--- src/rtl/pipeline_pkg.sv ---
// Shared fetch-pipeline definitions: address width, reset vector,
// instruction size and the address type used across the pipeline.
package pipeline_pkg;

    localparam int ADDR_W      = 32;
    localparam int INSTR_BYTES = 4;

    typedef logic [ADDR_W-1:0] addr_t;

    localparam addr_t RESET_VECTOR = 32'h0000_0000;

endpackage : pipeline_pkg

--- src/rtl/pc_incrementer.sv ---
// Sequential-successor adder: sum = addr + INC, wrapping modulo 2^WIDTH.
// Shared between the PC register and the branch-target path.
module pc_incrementer #(
    parameter int WIDTH = 32,
    parameter int INC   = 4
) (
    input  logic [WIDTH-1:0] addr,
    output logic [WIDTH-1:0] sum
);

    localparam logic [WIDTH-1:0] INC_W = WIDTH'(INC);

    // Plain WIDTH-bit add; the carry out is dropped so the result wraps.
    always_comb begin
        sum = addr + INC_W;
    end

endmodule : pc_incrementer

--- src/rtl/program_counter.sv ---
// Program-counter register at the head of the fetch stage.
// Loads the upstream next-PC on each enabled edge, holds on stall, and
// offers out + INC to the next-PC mux.
// Optional feature macro: PC_ALIGN_CHECK_EN adds the registered misalign
// flag, which reports whether the loaded PC is not a multiple of INC.
module program_counter
    import pipeline_pkg::*;
#(
    parameter int               WIDTH        = ADDR_W,
    parameter logic [WIDTH-1:0] RESET_VECTOR = WIDTH'(pipeline_pkg::RESET_VECTOR),
    parameter int               INC          = INSTR_BYTES
) (
    input  logic             clk,
    input  logic             rst_n,
    input  logic             en,
    input  logic [WIDTH-1:0] in,
    output logic [WIDTH-1:0] out,
`ifdef PC_ALIGN_CHECK_EN
    output logic             misalign,
`endif
    output logic [WIDTH-1:0] out_next
);

    // PC register: reset wins over enable; odd values load unmodified.
    always_ff @(posedge clk) begin
        if (!rst_n) begin
            out <= RESET_VECTOR;
        end else if (en) begin
            out <= in;
        end
    end

`ifdef PC_ALIGN_CHECK_EN
    localparam logic [WIDTH-1:0] INC_W = WIDTH'(INC);

    // Alignment flag tracks the value being loaded so it stays paired with out.
    always_ff @(posedge clk) begin
        if (!rst_n) begin
            misalign <= 1'b0;
        end else if (en) begin
            misalign <= ((in % INC_W) != '0);
        end
    end
`endif

    pc_incrementer #(
        .WIDTH (WIDTH),
        .INC   (INC)
    ) u_pc_incrementer (
        .addr (out),
        .sum  (out_next)
    );

endmodule : program_counter

--- config.mk ---
export PLATFORM = sky130hd
export DESIGN_NAME = program_counter
export DESIGN_NICKNAME = d
export VERILOG_FILES = /design/src/rtl/pipeline_pkg.sv /design/src/rtl/pc_incrementer.sv /design/src/rtl/program_counter.sv
export SDC_FILE = /design/constraint.sdc
export NUM_CORES = 1
export LEC_CHECK = 0
export CAP_MARGIN = 20
export CELL_PAD_IN_SITES_DETAIL_PLACEMENT = 1
export CELL_PAD_IN_SITES_GLOBAL_PLACEMENT = 1
export CORE_ASPECT_RATIO = 0.8
export CORE_UTILIZATION = 27
export CTS_CLUSTER_DIAMETER = 150
export DETAILED_ROUTE_END_ITERATION = 8
export PLACE_DENSITY = 0.81
export SLEW_MARGIN = 10
export SYNTH_ARGS = -nofsm -noshare
export SYNTH_HDL_FRONTEND = slang
export SYNTH_SLANG_ARGS = --single-unit
--- constraint.sdc ---
create_clock -name clk -period 1.6 [get_ports clk]
set_clock_uncertainty 0.05 [all_clocks]
set_input_delay 0.16 -clock clk [delete_from_list [all_inputs] [get_ports clk]]
set_output_delay 0.16 -clock clk [all_outputs]
set_load 0.05 [all_outputs]
==> results of run 1 <==
worst reg2reg max path, stage by stage (launching register included):
cell and delay [ns]:
dfxtp_4 0.37, buf_6 0.12, buf_4 0.17, mux2i_1 0.18, nor2b_1 0.07
cells by family (layout without fill, tap and decap cells):
kind of cell / after synthesis / after routing
adder cells (fa/ha/maj): 1 / 1
XOR/XNOR: 28 / 28
multiplexers: 32 / 32
buffers and inverters: 13 / 178
flip-flops: 32 / 32
AND/OR/NAND/NOR: 82 / 82
layer usage:
metal	vias up	share of wire, %	GRT usage, %
li1	972	-	-
met1	1063	38	29.97
met2	112	54	52.86
met3	28	5.3	7.475
met4	0	3.3	8.718
met5	-	0	0
layout make-up:
class | instances | area share (%)
Multi-Input combinational cell | 143 | 38.93
Clock buffer | 8 | 2.164
Timing Repair Buffer | 167 | 40.50
Sequential cell | 32 | 15.88
Tap cell | 84 | 2.273
Inverter | 3 | 0.2435
metrics by stage:
| step | util [%] | hold slack (ns) | total power [mW] |
|---|---|---|---|
| after floorplan | - | 0.2368 | 1.491 |
| after global placement | 62.64 | 0.4779 | 1.980 |
| after detailed placement | 62.64 | 0.5028 | 2.009 |
| after CTS | 68.50 | 0.3005 | 2.758 |
| after global routing | 72.53 | 0.3463 | 2.928 |
| final | 72.53 | 0.3161 | 2.842 |
layout by cell type, fill, tap and decap left out, drive strengths merged:
| cell | n |
|---|---|
| nor2b | 32 |
| nor3 | 1 |
| nand4 | 14 |
| nor4 | 2 |
| inv | 3 |
| dfxtp | 32 |
| clkbuf | 8 |
| xor2 | 4 |
| and2 | 2 |
| ha | 1 |
| xnor2 | 24 |
| mux2i | 32 |
| and4 | 3 |
| nand2 | 10 |
| clkdlybuf4s50 | 33 |
| nor2 | 6 |
| nand3 | 11 |
| and3 | 1 |
| buf | 134 |
where the power goes:
part	internal (mW)	leakage, nW	switching (mW)	total, mW
clock network	0.394	0.0515	0.358	0.752
logic	0.554	1.71	0.658	1.21
registers	0.829	0.281	0.0483	0.878
what timing repair did:
action | 4_1_cts | 5_1_grt
gates resized for setup | 40 | 27
setup buffers | 10 | 17
setup endpoints to repair | 28 | 28
gates cloned | 0 | 0
pin swaps | 31 | 33
worst paths after layout:
kind | slack, ns | from | to | cells past startpoint
worst min-delay path | 0.32 | en | out[18]$_SDFFE_PN0P_ | 3
worst min register to register | 0.57 | out[1]$_SDFFE_PN0P_ | out[1]$_SDFFE_PN0P_ | 2
worst max register to register | 0.52 | out[4]$_SDFFE_PN0P_ | out[4]$_SDFFE_PN0P_ | 4
worst max-delay path | -0.68 | out[2]$_SDFFE_PN0P_ | out_next[25] | 6
==> results.toml, run 1 <==
[synth]
async_reset_ff_share_pct = 0
synth_commonest_cells = "32 x dfxtp_1, 32 x mux2i_1, 32 x nor2b_1, 24 x xnor2_1, 13 x nand4_1"
synth-edff-count = 0
netlist.area_leader.share_pct = 35.93
synthXorXnorAreaFrac_pct = 13.75
synth_cell_type_count = 21
synth-simple-area-share_pct = 28.21
synthFlopType = "dfxtp_1"
syn_avg_cell_area_um2 = 9.484
yosys-top-cells-area = "dfxtp_1 36%, mux2i_1 18%, xnor2_1 12%"
synth_cells = 188
yosys_warnings = 0
synth_nets = 224
synth_fa_ha_area_share_pct = 0.7018
syn_area_um2 = 1783
synth_top_family_by_area = "simple AND/OR/NAND/NOR gates"
synth_top_cell_by_area = "dfxtp_1"
synth_seq_cells = 32
seq_area_frac_synth_pct = 35.93
synth_compound_area_share_pct = 0
synth.area.mux_share_pct = 17.96

[clock_tree]
clockRootBuffer = "clkbuf_8"
cts.path.max_buffers = 2
cts_tree = "built"
numCtsBuffers = 5
cts_max_level = 2
cts_hold_buf = 0
clk_latency_ns = 0.30
clkSinkCount = 32
path_clk_slew_ns = 0.08

[run_status]
violations = "setup timing"
outcome = "finished, violations left"

[cells_and_area]
largestRegisters = "out (32)"
area_delta_synth_final_pct = 159.4
multi_input_area_um2 = 1800
antennaDiodeCount = 0
fill_cells = 606
final_area_um2 = 4624
largest_register_ffs = 32
layoutNonFillerInstCount = 437
seq_area_um2 = 734.5
drive_gt1_share_pct = 62.04
fin_nets = 388
top_register = "out"

[die]
rows = 26
core_um2 = 6376
dieArea_um2 = 6934
die_w_um = 92.86
chipHeight_um = 74.68
initial_utilization_pct = 27.96
io_pins = 99

[pwr]
cellLeakagePower_nw = 2.045
powerDensity_nw_per_um2 = 614.5
max-vdd-ir-drop_mv = 0.4209

[drt]
dr.pass1.iters = 4
drt_iter0_drc = 54
via_per_inst = 4.977
wl_um = 10840
wl_per_cell_um = 24.80
route.detailed.drc = 0
ant_nets = 0
vias = 2175

[timing]
fin_ws_ns = -0.6818
rsz0062_at_grt = "yes"
finalHoldViolCount = 0
max_freq_ghz = 0.4382
finalMaxSlewViolations = 0
relSlewSlack_pct = 73.20
period_minus_slack_ns = 2.282
finalCritPeriodShare_pct = 142.6
worstMarginPinSlew_ns = 0.4005
setup_tns_ns = -12.99
setup_violations = 28

[worst_setup_path]
path_class = "reg -> out"
crit_slowest_cell = "dfxtp_4"
crit_required_ns = 1.39
crit_arrival_ns = 2.07
cp_num_buf_inv = 2
cp_max_fo = 8
crit_chain = "nand4_1, nor4_4, buf_6, nand3_1, xnor2_4, buf_12"
critPathMaxStageDelay_ns = 0.38
endpoint_kind = "output port"
cpLargestDelayFamily = "simple AND/OR/NAND/NOR gates"
setup.worst_path.start_class = "flip-flop"

[run]
maxCapViolCount = 0

[grt]
grt_max_degree = 17
grt_antenna_before_repair = 0
groute.usage.overall_pct = 27.55
grt_pass1_wl_um = 13760
grt_pass1_vias = 2301
overflow = 0

[place]
dp_slack_ns = -0.2876
place.port_buffers = 98
dpl-instance-area_um2 = 3994
place_hpwl_um = 5948
gp_congestion = 0.8083
dp.cells = 404

[min_path]
hp-class = "in -> reg"
Power figures use the tool's default switching activity.
==> inputs of run 2 (changes only) <==
--- a/config.mk
+++ b/config.mk
@@ -12,6 +12,7 @@
 export CORE_UTILIZATION = 27
 export CTS_CLUSTER_DIAMETER = 150
 export DETAILED_ROUTE_END_ITERATION = 8
+export HOLD_SLACK_MARGIN = 0.06
 export PLACE_DENSITY = 0.81
 export SLEW_MARGIN = 10
 export SYNTH_ARGS = -nofsm -noshare
==> results of run 2 <==
Final layout, timing and power as in run 1 (identical DEF).
